**src/rtl/imem_dump_reader.sv**
```systemverilog
// Streams a contiguous window of memory words out on a valid/ready port while the CPU is halted.
// A small FIFO absorbs the memory's one-cycle read latency so backpressure never loses a word.
module imem_dump_reader #(
    parameter int ADDR_W     = 11,
    parameter int DATA_W     = 32,
    parameter int FIFO_DEPTH = 4
) (
    input  logic              clk,
    input  logic              resetn,
    input  logic              cpu_en,
    input  logic              start,
    input  logic [ADDR_W-1:0] base_adrs,
    input  logic [ADDR_W:0]   word_count,
    output logic              r_enable,
    output logic [ADDR_W-1:0] r_adrs,
    input  logic [DATA_W-1:0] r_data,
    output logic              out_valid,
    input  logic              out_ready,
    output logic [ADDR_W-1:0] out_adrs,
    output logic [DATA_W-1:0] out_data,
    output logic              busy,
    output logic              done,
    output logic              aborted,
    output logic [1:0]        dbg_state
);

    localparam int PTR_W = (FIFO_DEPTH > 1) ? $clog2(FIFO_DEPTH) : 1;

    typedef enum logic [1:0] {
        ST_IDLE  = 2'd0,
        ST_READ  = 2'd1,
        ST_DRAIN = 2'd2
    } state_t;

    state_t            state;
    logic [ADDR_W-1:0] rd_adrs;
    logic [ADDR_W:0]   remaining;
    logic              inflight;
    logic [ADDR_W-1:0] cap_adrs;

    logic [DATA_W-1:0] fifo_data [FIFO_DEPTH];
    logic [ADDR_W-1:0] fifo_adrs [FIFO_DEPTH];
    logic [PTR_W-1:0]  wr_ptr;
    logic [PTR_W-1:0]  rd_ptr;
    logic [PTR_W:0]    fifo_count;

    logic [PTR_W+1:0]  occupancy;
    logic              room;
    logic              issue;
    logic              push;
    logic              pop;
    logic              abort;
    logic              drain_empty;

    // Handshake: a word transfers on a rising edge where out_valid && out_ready; while
    // out_valid is high and out_ready low, out_adrs/out_data hold the same head entry.
    assign occupancy   = {1'b0, fifo_count} + {{(PTR_W + 1){1'b0}}, inflight};
    assign room        = occupancy < (PTR_W + 2)'(FIFO_DEPTH);
    assign issue       = (state == ST_READ) && !cpu_en && (remaining != '0) && room;
    assign push        = inflight;
    assign out_valid   = (fifo_count != '0);
    assign pop         = out_valid && out_ready;
    assign abort       = cpu_en && (state != ST_IDLE);
    // Fifo empties on this edge if nothing is in flight and the last entry leaves now.
    assign drain_empty = !inflight &&
                         ((fifo_count == '0) || ((fifo_count == (PTR_W + 1)'(1)) && pop));

    assign r_enable  = issue;
    assign r_adrs    = rd_adrs;
    assign out_adrs  = out_valid ? fifo_adrs[rd_ptr] : '0;
    assign out_data  = out_valid ? fifo_data[rd_ptr] : '0;
    assign busy      = (state != ST_IDLE);
    assign dbg_state = state;

    always_ff @(posedge clk) begin
        if (push && !abort) begin
            fifo_data[wr_ptr] <= r_data;
            fifo_adrs[wr_ptr] <= cap_adrs;
        end
    end

    always_ff @(posedge clk or negedge resetn) begin
        if (!resetn) begin
            state      <= ST_IDLE;
            rd_adrs    <= '0;
            remaining  <= '0;
            inflight   <= 1'b0;
            cap_adrs   <= '0;
            wr_ptr     <= '0;
            rd_ptr     <= '0;
            fifo_count <= '0;
            done       <= 1'b0;
            aborted    <= 1'b0;
        end else begin
            done     <= 1'b0;
            aborted  <= 1'b0;
            inflight <= issue;
            if (issue) begin
                cap_adrs  <= rd_adrs;
                rd_adrs   <= rd_adrs + ADDR_W'(1);
                remaining <= remaining - (ADDR_W + 1)'(1);
            end
            if (push) wr_ptr <= wr_ptr + PTR_W'(1);
            if (pop)  rd_ptr <= rd_ptr + PTR_W'(1);
            case ({push, pop})
                2'b10:   fifo_count <= fifo_count + (PTR_W + 1)'(1);
                2'b01:   fifo_count <= fifo_count - (PTR_W + 1)'(1);
                default: fifo_count <= fifo_count;
            endcase

            case (state)
                ST_IDLE: begin
                    if (start && !cpu_en) begin
                        if (word_count == '0) begin
                            done <= 1'b1;
                        end else begin
                            state     <= ST_READ;
                            rd_adrs   <= base_adrs;
                            remaining <= word_count;
                        end
                    end
                end
                ST_READ: begin
                    if (issue && (remaining == (ADDR_W + 1)'(1))) state <= ST_DRAIN;
                end
                ST_DRAIN: begin
                    if (drain_empty) begin
                        state <= ST_IDLE;
                        done  <= 1'b1;
                    end
                end
                default: state <= ST_IDLE;
            endcase

            // Cancellation overrides everything above: drop buffered and in-flight words.
            if (abort) begin
                state      <= ST_IDLE;
                done       <= 1'b0;
                aborted    <= 1'b1;
                inflight   <= 1'b0;
                remaining  <= '0;
                wr_ptr     <= '0;
                rd_ptr     <= '0;
                fifo_count <= '0;
            end
        end
    end

endmodule

```
**config.mk**
```make
export PLATFORM = sky130hd
export DESIGN_NAME = imem_dump_reader
export DESIGN_NICKNAME = d
export VERILOG_FILES = /design/src/rtl/imem_dump_reader.sv
export SDC_FILE = /design/constraint.sdc
export NUM_CORES = 1
export LEC_CHECK = 0
export CELL_PAD_IN_SITES_DETAIL_PLACEMENT = 0
export CELL_PAD_IN_SITES_GLOBAL_PLACEMENT = 1
export CORE_MARGIN = 1.5
export CORE_UTILIZATION = 42
export DETAILED_ROUTE_END_ITERATION = 16
export PLACE_DENSITY_LB_ADDON = 0.1
export SETUP_SLACK_MARGIN = 0.5
export SYNTH_ARGS = -nofsm -noshare
export SYNTH_HDL_FRONTEND = slang
export SYNTH_SLANG_ARGS = --single-unit
```
**constraint.sdc**
```tcl
create_clock -name clk -period 4.1 [get_ports clk]
set_input_delay 1.025 -clock clk [delete_from_list [all_inputs] [get_ports clk]]
set_output_delay 1.025 -clock clk [all_outputs]
set_load 0.01 [all_outputs]
```
==> results of run 1 <==
[flip-flops by register name (all words and copies together), names as in the netlist]
signal      count
inflight        1
fifo_count      3
aborted         1
cap_adrs       11
rd_ptr          2
r_adrs         11
done            1
fifo_adrs      44
fifo_data     128
dbg_state       2
remaining      12
wr_ptr          2
[critical path, cell delays in order, from the launching register on]
cell                              delay [ns]
sky130_fd_sc_hd__dfrtp_1                0.41
sky130_fd_sc_hd__inv_1                  0.11
sky130_fd_sc_hd__ha_1                   0.35
sky130_fd_sc_hd__nand2b_4               0.18
sky130_fd_sc_hd__buf_4                  0.22
sky130_fd_sc_hd__and2_1                 0.16
sky130_fd_sc_hd__clkdlybuf4s50_1        0.53
[routing by layer]
layer | vias up | routed length (um) | track usage, %
met2 | 122 | 9130 | 27.9
met3 | 26 | 891 | 2.91
met5 | - | 0 | 0
met4 | 0 | 301 | 4.26
li1 | 2312 | - | -
met1 | 2619 | 8100 | 22.6
[kinds of logic (layout without fill, tap and decap cells)]
family                     after synthesis  count (layout)  share of synthesized area (%)
DFF                                    218             218                           70.5
and+or+nand+nor                        137             139                           9.03
AOI/OAI and AO/OA                       42              42                           2.50
adders and majority gates               11              11                           1.54
muxes                                   55              55                           12.3
buffers and inverters                   35             194                           1.65
xor gates and xnor gates                26              26                           2.54
[placed cells by master, fill, tap and decap left out, types with 11 or more instances in the layout]
cell                              count
sky130_fd_sc_hd__o21ai_0             13
sky130_fd_sc_hd__clkbuf_16           23
sky130_fd_sc_hd__and2_1              44
sky130_fd_sc_hd__ha_1                11
sky130_fd_sc_hd__xor2_1              19
sky130_fd_sc_hd__clkdlybuf4s50_1    118
sky130_fd_sc_hd__dfrtp_1             44
sky130_fd_sc_hd__mux4_2              43
sky130_fd_sc_hd__edfxtp_1           172
sky130_fd_sc_hd__nor2_1              21
sky130_fd_sc_hd__a21oi_1             22
sky130_fd_sc_hd__buf_4               16
sky130_fd_sc_hd__nand3_1             11
sky130_fd_sc_hd__nand2_1             16
[how the worst max path moves through the flow]
stage                   end                      start  slack, ns  depth (start not counted)
6_report       out_data[15]  fifo_count[0]$_DFFE_PN0P_       0.61                          6
5_1_grt        out_data[13]  fifo_count[0]$_DFFE_PN0P_       0.51                          6
4_1_cts            r_enable                     cpu_en       0.51                          6
3_5_place_dp       r_enable                     cpu_en       0.26                          6
3_3_place_gp       r_enable                     cpu_en       0.27                          6
2_1_floorplan      r_enable                     cpu_en       1.30                          4
[repair_timing]
action / CTS / global route
gates resized for setup: 2 / 2
gates cloned: 0 / 2
setup endpoints to repair: 44 / 22
setup buffers: 7 / 1
[layout make-up]
cell class | count | share of cell area [%]
flip-flops and latches | 218 | 55.2
multi-input cells | 273 | 22.1
repair buffers | 144 | 12.9
clock buffers | 32 | 5.32
well taps | 275 | 3.00
clock inverters | 8 | 1.20
inverters | 10 | 0.328
[power by group]
group	internal, mW	total (mW)	switching [mW]
Sequential	2.73	3.02	0.286
Combinational	1.51	2.66	1.14
Clock	1.28	2.07	0.790
Total	5.53	7.75	2.22
==> parameters.txt, run 1 <==
Parameter                              Value

STA
  # setup viols final ... 0
  Actual slew at the worst max-slew pin ... 1.12 ns
  Max Transition Viols Final ... 0
  Maximum frequency from static timing analysis ... 286 MHz
  Worst Hold Margin ... 0.504 ns
  Remaining max-slew budget at the tightest pin ... 25.7%
  Final Skew ... 0.00936 ns
  RSZ-0062 raised after global routing ... false
  Final Worst Setup Slack ... 0.609 ns
  Final Hold Violating Endpoints ... 0
  Setup TNS Final ... 0 ns
  Tmin final ... 3.49 ns
  Final worst path period share ... 85.1%

Floorplan
  Height of the die ... 149 um
  Site row count ... 53
  Floorplan die area ... 22200 sq um
  Core Region ... 21000 sq um
  DIE WIDTH ... 149 um
  Initial core utilization ... 42.8%
  Top-level port count ... 121

Logic synthesis
  Synth async-reset ratio ... 21.1%
  Cell count after synthesis ... 524
  Most numerous cell types in the synthesized netlist ... sky130_fd_sc_hd__edfxtp_1 (172), sky130_fd_sc_hd__dfrtp_1 (46), sky130_fd_sc_hd__and2_1 (44)
  Share of the synthesized area in the top cell type ... 57.6%
  Cell type with the largest total area after synthesis ... sky130_fd_sc_hd__edfxtp_1
  Number of distinct standard cells referenced by the synthesized netlist ... 49
  Number of warnings printed during yosys synthesis ... 0
  Most used standard cell by instance count after synthesis ... sky130_fd_sc_hd__edfxtp_1
  Mean area per synthesized cell ... 17.1 sq um
  Flip-flop and latch count after synthesis ... 218
  Synthesized cell area ... 8960 sq um
  Proportion of synthesized chip area in sequential cells ... 70.5%
  Number of enable-type register cells in the synthesized netlist ... 172
  Synth Net Count ... 595
  Most frequently used flop master after synthesis ... sky130_fd_sc_hd__edfxtp_1
  Leading post-synthesis cells by cell area ... sky130_fd_sc_hd__edfxtp_1 (58%), sky130_fd_sc_hd__dfrtp_1 (13%), sky130_fd_sc_hd__mux4_2 (11%)

Clock tree
  Maximum root-to-sink buffer count ... 3
  Number of clock sinks seen by CTS ... 218
  Root Buffer ... sky130_fd_sc_hd__clkbuf_16
  CTS Hold Bufs ... 0
  CTS tree ... built
  Number of buffers created by CTS ... 23
  Clock latency on the worst-skew pair ... 0.50 ns
  Number of H-tree levels ... 1
  Clk pin slew, worst setup/hold paths ... 0.06 ns

Place
  Placement-stage worst setup slack ... 0.259 ns
  Final estimated routing congestion in global placement ... 0.735
  Detailed-placement wirelength estimate ... 10800 um
  Placed Cells incl. Taps ... 910
  Placement-stage cell area ... 10600 sq um
  IO Port Bufs ... 120

Finish
  Final net count ... 741
  Register cell area after layout ... 6320 sq um
  Post-route cell area ... 11500 sq um
  Antenna Cells ... 0
  Multi-input gate area in the final layout ... 2530 sq um
  Fraction of the core area covered by cells at the end of the flow ... 54.7%
  Layout area overhead ... 27.8%
  Final instance count without filler cells ... 960
  Filler cell count ... 1742
  Layout cell share with drive strength beyond 1 ... 19.1%

Routing
  Mean number of vias per cell ... 5.29
  Initial DRC Count ... 194
  Count of antenna-violating nets left after detailed routing ... 0
  Number of remaining DRC errors ... 0
  Vias ... 5079
  Routed length per placed instance ... 19.2 um
  Total Wirelength ... 18400 um
  Number of detailed-routing iterations run before antenna repair ... 4

Setup path
  Critical Path RT ... 3.07 ns
  Critical Setup Path Class ... reg -> out
  CP startpoint kind ... flop
  R2r worst-path depth ... 4
  Kind of end point of the critical path ... output port
  Worst reg2reg path endpoint ... fifo_data[2][6]$_DFFE_PP_
  Maximum fanout along the worst path ... 16
  Register-to-Register Setup Slack ... 1.96 ns
  Reg-to-reg startpoint ... dbg_state[1]$_DFFE_PN0P_
  Arrival time at the worst endpoint ... 2.47 ns

Power
  Total design power ... 7.75 mW
  PD cells ... 676 nW/um^2
  Leakage power summed over all cells ... 3.94 nW
  Peak supply drop ... 259 uV

Global route
  Maximum number of pins on one net before global-route repair ... 47
  Global-route total usage across every layer ... 16.6%
  Number of global-route vias before repair ... 5228
  Antenna violations before repair ... 0
  Global-route congestion overflow total ... 0
  Wire length of the first global-routing pass ... 28300 um

Worst hold path
  Start point of the worst min-delay path ... cap_adrs[0]$_DFFE_PN0N_
  Hold Path Cell Cnt ... 0
  Worst Hold Class ... reg -> reg
  Hold worst-path end ... fifo_adrs[0][0]$_DFFE_PP_

Flow run
  Max-cap violation count ... 0

Status
  Run status ... finished, final reports clean
Note: power is estimated with default switching activity, not from simulation.
==> inputs of run 2 (changes only) <==
--- a/config.mk
+++ b/config.mk
@@ -12,6 +12,7 @@
 export DETAILED_ROUTE_END_ITERATION = 16
 export PLACE_DENSITY_LB_ADDON = 0.1
 export SETUP_SLACK_MARGIN = 0.5
+export SLEW_MARGIN = 15
 export SYNTH_ARGS = -nofsm -noshare
 export SYNTH_HDL_FRONTEND = slang
 export SYNTH_SLANG_ARGS = --single-unit
==> run 2 against run 1 <==
Fmax stayed put. Non-clock buffer count did not move. Worst setup slack unchanged. Clock power barely moved. Clock skew unchanged. Flip-flop and latch count did not move. Critical path depth unchanged. Cell area barely moved. Via count hardly changed. Sequential power about the same. Largest cell class unchanged. Largest power group unchanged.
==> parameters.txt, run 2 (same netlist as run 1, synthesis figures left out) <==
Parameter                              Value

Finish
  Largest register FFs ... 128 (unchanged)
  Multi-input gate area in the final layout ... 2530 sq um (unchanged)
  Layout cell share with drive strength beyond 1 ... 19.1% (unchanged)
  Fraction of the core area covered by cells at the end of the flow ... 54.7% (about the same)
  Final instance count without filler cells ... 960 (unchanged)
  Final net count ... 741 (unchanged)
  Antenna Cells ... 0 (unchanged)
  Register with the most flip-flops ... fifo_data (unchanged)
  Biggest regs ... fifo_data: 128 flops, fifo_adrs: 44 flops, remaining: 12 flops (unchanged)
  Top library cells by usage in the layout, fill and taps aside ... sky130_fd_sc_hd__edfxtp_1 (172), sky130_fd_sc_hd__clkdlybuf4s50_1 (118), sky130_fd_sc_hd__and2_1 (44), sky130_fd_sc_hd__dfrtp_1 (44), sky130_fd_sc_hd__mux4_2 (43) (unchanged)
  Register cell area after layout ... 6320 sq um (unchanged)
  Post-route cell area ... 11500 sq um (about the same)
  Leading cell type in the layout, fill and taps excluded ... sky130_fd_sc_hd__edfxtp_1 (unchanged)
  Layout area overhead ... 27.9% (was 27.8%)
  Filler cell count ... 1742 (unchanged)

Clock tree
  Clock latency on the worst-skew pair ... 0.50 ns (about the same)
  Maximum root-to-sink buffer count ... 3 (unchanged)
  CTS tree ... built (unchanged)
  Clk pin slew, worst setup/hold paths ... 0.06 ns (about the same)
  Number of H-tree levels ... 1 (unchanged)
  CTS Hold Bufs ... 0 (unchanged)
  Number of clock sinks seen by CTS ... 218 (unchanged)
  Number of buffers created by CTS ... 23 (unchanged)
  Root Buffer ... sky130_fd_sc_hd__clkbuf_16 (unchanged)

Setup path
  CP startpoint kind ... flop (unchanged)
  Arrival time at the worst endpoint ... 2.47 ns (about the same)
  Critical Path RT ... 3.07 ns (about the same)
  Kind of end point of the critical path ... output port (unchanged)
  Critical Setup Path Class ... reg -> out (unchanged)
  Maximum fanout along the worst path ... 16 (unchanged)

Floorplan
  Floorplan die area ... 22200 sq um (unchanged)
  Site row count ... 53 (unchanged)
  DIE WIDTH ... 149 um (unchanged)
  Core Region ... 21000 sq um (unchanged)
  Top-level port count ... 121 (unchanged)
  Height of the die ... 149 um (unchanged)
  Initial core utilization ... 42.8% (unchanged)

Global route
  Global-route total usage across every layer ... 16.6% (unchanged)
  Maximum number of pins on one net before global-route repair ... 47 (unchanged)
  Global-route congestion overflow total ... 0 (unchanged)
  Antenna violations before repair ... 0 (unchanged)
  Wire length of the first global-routing pass ... 28300 um (unchanged)
  Number of global-route vias before repair ... 5228 (unchanged)

STA
  # setup viols final ... 0 (unchanged)
  Tmin final ... 3.49 ns (unchanged)
  Maximum frequency from static timing analysis ... 286 MHz (unchanged)
  RSZ-0062 raised after global routing ... false (unchanged)
  Max Transition Viols Final ... 0 (unchanged)
  Final worst path period share ... 85.1% (unchanged)
  Actual slew at the worst max-slew pin ... 0.635 ns (was 1.12 ns)
  Final Hold Violating Endpoints ... 0 (unchanged)
  Setup TNS Final ... 0 ns (unchanged)
  Final Skew ... 0.00936 ns (unchanged)
  Remaining max-slew budget at the tightest pin ... 57.7% (was 25.7%)

Power
  Leakage power summed over all cells ... 3.94 nW (about the same)
  PD cells ... 676 nW/um^2 (about the same)
  Peak supply drop ... 260 uV (was 259 uV)
  Total design power ... 7.75 mW (about the same)

Status
  Run status ... finished, final reports clean (unchanged)

Flow run
  Max-cap violation count ... 0 (unchanged)

Routing
  Routed length per placed instance ... 19.2 um (about the same)
  Initial DRC Count ... 194 (unchanged)
  Number of detailed-routing iterations run before antenna repair ... 4 (unchanged)
  Count of antenna-violating nets left after detailed routing ... 0 (unchanged)
  Number of remaining DRC errors ... 0 (unchanged)
  Total Wirelength ... 18400 um (about the same)
  Vias ... 5076 (was 5079)
  Mean number of vias per cell ... 5.29 (about the same)

Worst hold path
  Worst Hold Class ... reg -> reg (unchanged)

Place
  Placement-stage cell area ... 10600 sq um (unchanged)
  Detailed-placement wirelength estimate ... 10800 um (unchanged)
  Final estimated routing congestion in global placement ... 0.735 (unchanged)
  Placed Cells incl. Taps ... 910 (unchanged)
  IO Port Bufs ... 120 (unchanged)
-- run 2: repair_timing --
action | CTS | global route
gates cloned | 0 | 2
setup buffers | 7 | 1
gates resized for setup | 2 | 2
setup endpoints to repair | 44 | 22
-- run 2: stage by stage --
| step | setup WS [ns] | hold slack, ns |
|---|---|---|
| 2_1_floorplan | 1.30 | 0.471 |
| 3_3_place_gp | 0.269 | 0.486 |
| 3_5_place_dp | 0.259 | 0.504 |
| 4_1_cts | 0.514 | 0.511 |
| 5_1_grt | 0.513 | 0.524 |
| 6_report | 0.609 | 0.504 |
-- run 2: final timing paths --
path | startpoint | end | slack, ns | cells past startpoint
worst max register to register | dbg_state[1]$_DFFE_PN0P_ | fifo_data[2][6]$_DFFE_PP_ | 1.96 | 4
worst max-delay path | fifo_count[0]$_DFFE_PN0P_ | out_data[15] | 0.61 | 6
worst min register to register | cap_adrs[0]$_DFFE_PN0N_ | fifo_adrs[0][0]$_DFFE_PP_ | 0.50 | 0
worst min-delay path | cap_adrs[0]$_DFFE_PN0N_ | fifo_adrs[0][0]$_DFFE_PP_ | 0.50 | 0
min in group asynchronous | resetn | r_adrs[5]$_DFF_PN0_ | 0.55 | 1
max in group asynchronous | resetn | rd_ptr[0]$_DFFE_PN0P_ | 3.07 | 1
-- run 2: layout make-up --
type | count | area share [%]
well taps | 275 | 3.00
repair buffers | 144 | 12.9
flip-flops and latches | 218 | 55.2
clock inverters | 8 | 1.20
inverters | 10 | 0.328
multi-input cells | 273 | 22.1
clock buffers | 32 | 5.32
-- run 2: critical path: stages, from the launching register on --
cell and delay (ns):
sky130_fd_sc_hd__dfrtp_1 0.41, sky130_fd_sc_hd__inv_1 0.11, sky130_fd_sc_hd__ha_1 0.35, sky130_fd_sc_hd__nand2b_4 0.18, sky130_fd_sc_hd__buf_4 0.22, sky130_fd_sc_hd__and2_1 0.16, sky130_fd_sc_hd__clkdlybuf4s50_1 0.53
-- run 2: report_power, final --
group / total [mW] / switching [mW] / internal [mW]
clock: 2.07 / 0.791 / 1.28
sequential: 3.02 / 0.286 / 2.73
combinational: 2.66 / 1.14 / 1.51
-- run 2: layer usage --
metal	share of wire (%)	global-route usage (%)	vias to the layer above	wire (um)
met5	0	0	-	0
met4	1.6	4.26	0	301
met3	4.8	2.91	26	891
met2	50	27.9	122	9130
met1	44	22.6	2616	8090
li1	-	-	2312	-
==> inputs of run 3 (changes only) <==
--- a/config.mk
+++ b/config.mk
@@ -7,8 +7,9 @@
 export LEC_CHECK = 0
 export CELL_PAD_IN_SITES_DETAIL_PLACEMENT = 0
 export CELL_PAD_IN_SITES_GLOBAL_PLACEMENT = 1
+export CORE_ASPECT_RATIO = 1.4
 export CORE_MARGIN = 1.5
-export CORE_UTILIZATION = 42
+export CORE_UTILIZATION = 50
 export DETAILED_ROUTE_END_ITERATION = 16
 export PLACE_DENSITY_LB_ADDON = 0.1
 export SETUP_SLACK_MARGIN = 0.5
==> run 3 against run 2 <==
Utilization is 9.1 points higher. Fmax is 1.1% lower. Flip-flop and latch count unchanged. Register-to-register slack lost 0.20 ns. Sequential share of layout area is 1.5 points higher. Non-clock buffer count down 9. Critical endpoint is now r_enable.
==> parameters.txt, run 3 (same netlist as run 1, synthesis figures left out) <==
Parameter                              Value

Floorplan
  Initial core utilization ... 51.3% (was 42.8%)
  Top-level port count ... 121 (unchanged)
  Core Region ... 17500 sq um (was 21000 sq um)
  DIE WIDTH ... 116 um (was 149 um)
  Site row count ... 57 (was 53)
  Floorplan die area ... 18800 sq um (was 22200 sq um)
  Height of the die ... 161 um (was 149 um)

Global route
  Global-route total usage across every layer ... 18.9% (was 16.6%)
  Top Usage Layer GRT ... met2 (unchanged)
  Wire length of the first global-routing pass ... 27600 um (was 28300 um)
  Maximum number of pins on one net before global-route repair ... 48 (was 47)
  Global-route congestion overflow total ... 0 (unchanged)
  GR Layer Usage met2 ... 34.8% (was 27.9%)
  Antenna violations before repair ... 0 (unchanged)
  GRT met3 Usage ... 2.55% (was 2.91%)
  Number of global-route vias before repair ... 5250 (was 5228)
  Grt met1 use ... 23.5% (was 22.6%)

Finish
  Layout cell share with drive strength beyond 1 ... 17.1% (was 19.1%)
  Antenna Cells ... 0 (unchanged)
  Layout area overhead ... 24.4% (was 27.9%)
  Filler cell count ... 1279 (was 1742)
  Multi-input gate area in the final layout ... 2510 sq um (was 2530 sq um)
  Post-route cell area ... 11100 sq um (was 11500 sq um)
  Top library cells by usage in the layout, fill and taps aside ... sky130_fd_sc_hd__edfxtp_1 (172), sky130_fd_sc_hd__clkdlybuf4s50_1 (118), sky130_fd_sc_hd__and2_1 (44), sky130_fd_sc_hd__dfrtp_1 (44), sky130_fd_sc_hd__mux4_2 (43) (unchanged)
  Register cell area after layout ... 6320 sq um (unchanged)
  Largest register FFs ... 128 (unchanged)
  Final net count ... 728 (was 741)
  Register with the most flip-flops ... fifo_data (unchanged)
  Leading cell type in the layout, fill and taps excluded ... sky130_fd_sc_hd__edfxtp_1 (unchanged)
  Final instance count without filler cells ... 907 (was 960)
  Biggest regs ... fifo_data: 128 flops, fifo_adrs: 44 flops, remaining: 12 flops (unchanged)

Clock tree
  Clock latency on the worst-skew pair ... 0.48 ns (was 0.50 ns)
  CTS tree ... built (unchanged)
  Maximum root-to-sink buffer count ... 3 (unchanged)
  Number of H-tree levels ... 1 (unchanged)
  Root Buffer ... sky130_fd_sc_hd__clkbuf_16 (unchanged)
  Clk pin slew, worst setup/hold paths ... 0.06 ns (about the same)
  Number of buffers created by CTS ... 21 (was 23)
  Number of clock sinks seen by CTS ... 218 (unchanged)

Routing
  Vias ... 4901 (was 5076)
  Number of detailed-routing iterations run before antenna repair ... 4 (unchanged)
  Number of remaining DRC errors ... 0 (unchanged)
  Initial DRC Count ... 284 (was 194)
  Mean number of vias per cell ... 5.40 (was 5.29)
  Count of antenna-violating nets left after detailed routing ... 0 (unchanged)
  Routed length per placed instance ... 18.7 um (was 19.2 um)
  Total Wirelength ... 17000 um (was 18400 um)

STA
  Final Worst Setup Slack ... 0.572 ns (was 0.609 ns)
  Max Transition Viols Final ... 0 (unchanged)
  Actual slew at the worst max-slew pin ... 0.739 ns (was 0.635 ns)
  Final worst path period share ... 86.1% (was 85.1%)
  RSZ-0062 raised after global routing ... true (was false)
  # setup viols final ... 0 (unchanged)
  Final Hold Violating Endpoints ... 0 (unchanged)
  Setup TNS Final ... 0 ns (unchanged)
  Tmin final ... 3.53 ns (was 3.49 ns)
  Maximum frequency from static timing analysis ... 283 MHz (was 286 MHz)
  Remaining max-slew budget at the tightest pin ... 50.7% (was 57.7%)
  Final Skew ... 0.00833 ns (was 0.00936 ns)
  Worst Hold Margin ... 0.511 ns (was 0.504 ns)

Place
  Placed Cells incl. Taps ... 868 (was 910)
  Final estimated routing congestion in global placement ... 0.772 (was 0.735)
  Detailed-placement wirelength estimate ... 10600 um (was 10800 um)
  IO Port Bufs ... 120 (unchanged)
  Placement-stage cell area ... 10500 sq um (was 10600 sq um)
  Placement-stage worst setup slack ... 0.282 ns (was 0.259 ns)

Status
  Run status ... finished, final reports clean (unchanged)

Setup path
  Arrival time at the worst endpoint ... 2.50 ns (was 2.47 ns)
  Register-to-Register Setup Slack ... 1.76 ns (was 1.96 ns)
  Buffers & Inverters on Critical Path ... 3 (unchanged)
  Cells traversed along the worst timing path ... clkdlybuf4s50_1, or3b_4, nor2_4, nand2_2, inv_2, clkdlybuf4s15_1 (was inv_1, ha_1, nand2b_4, buf_4, and2_1, clkdlybuf4s50_1)
  Critical Path RT ... 3.07 ns (about the same)
  Maximum fanout along the worst path ... 6 (was 16)
  Cell family contributing the most delay on the critical path ... buffers and inverters (unchanged)
  Kind of end point of the critical path ... output port (unchanged)
  Library cell contributing the largest single delay on the critical path ... sky130_fd_sc_hd__clkdlybuf4s50_1 (unchanged)
  Largest stage delay, worst path ... 0.47 ns (was 0.53 ns)
  Critical Setup Path Class ... in -> out (was reg -> out)
  CP startpoint kind ... input port (was flop)

Worst hold path
  Worst Hold Class ... reg -> reg (unchanged)

Power
  PD cells ... 655 nW/um^2 (was 676 nW/um^2)
  Leakage power summed over all cells ... 3.82 nW (was 3.94 nW)
  Peak supply drop ... 313 uV (was 260 uV)

Flow run
  Max-cap violation count ... 0 (unchanged)
==> run 3: cell types whose count changed in the layout (fill, tap and decap cells not counted), sizes merged <==
cell / delta
clkdlybuf4s15: +1
nand2b: -2
buf: -9
clkbuf: -2
bufinv: -2
==> run 3: stage by stage <==
stage	total power, mW	util (%)
after floorplan	4.41	-
after global placement	5.50	60.0
after detailed placement	5.54	60.0
after CTS	7.41	63.8
after global routing	7.71	63.8
final	7.30	63.8
==> run 3: worst register-to-register path: cells and delay by family (launching register included) <==
kind | cells | cell delay, ns
buffers and inverters | 1 | 0.28
DFF | 1 | 0.44
and+or+nand+nor | 3 | 1.30
==> run 3: where the power goes <==
part           internal, mW  leakage (nW)  switching, mW
Sequential             2.73          2.10          0.282
Combinational          1.40          1.40           1.06
Clock                  1.09         0.313          0.743
==> run 3: final timing paths <==
check	from	end	depth (start not counted)
worst max-delay path	cpu_en	r_enable	6
worst min-delay path	cap_adrs[2]$_DFFE_PN0N_	fifo_adrs[2][2]$_DFFE_PP_	0
worst max register to register	dbg_state[1]$_DFFE_PN0P_	fifo_data[0][9]$_DFFE_PP_	4
worst min register to register	cap_adrs[2]$_DFFE_PN0N_	fifo_adrs[2][2]$_DFFE_PP_	0
max in group asynchronous	resetn	remaining[6]$_DFF_PN0_	2
min in group asynchronous	resetn	r_adrs[5]$_DFF_PN0_	1
==> run 3: layout make-up <==
class	instances	area share (%)
Sequential cell	218	56.7
Clock buffer	31	5.14
Multi-Input combinational cell	271	22.5
Timing Repair Buffer	135	12.0
Tap cell	236	2.65
Inverter	10	0.337
Clock inverter	6	0.685
==> run 3: what timing repair did <==
item,CTS,global route
hold buffers,0,0
endpoints found under the setup margin,45,4
setup buffers,2,0
cloned,0,0
resized for setup,2,1
==> run 3: per-layer routing <==
layer | vias to the layer above | wire length [um]
met5 | - | 0
met4 | 0 | 263
met3 | 21 | 633
met2 | 109 | 9260
met1 | 2502 | 6820
li1 | 2269 | -
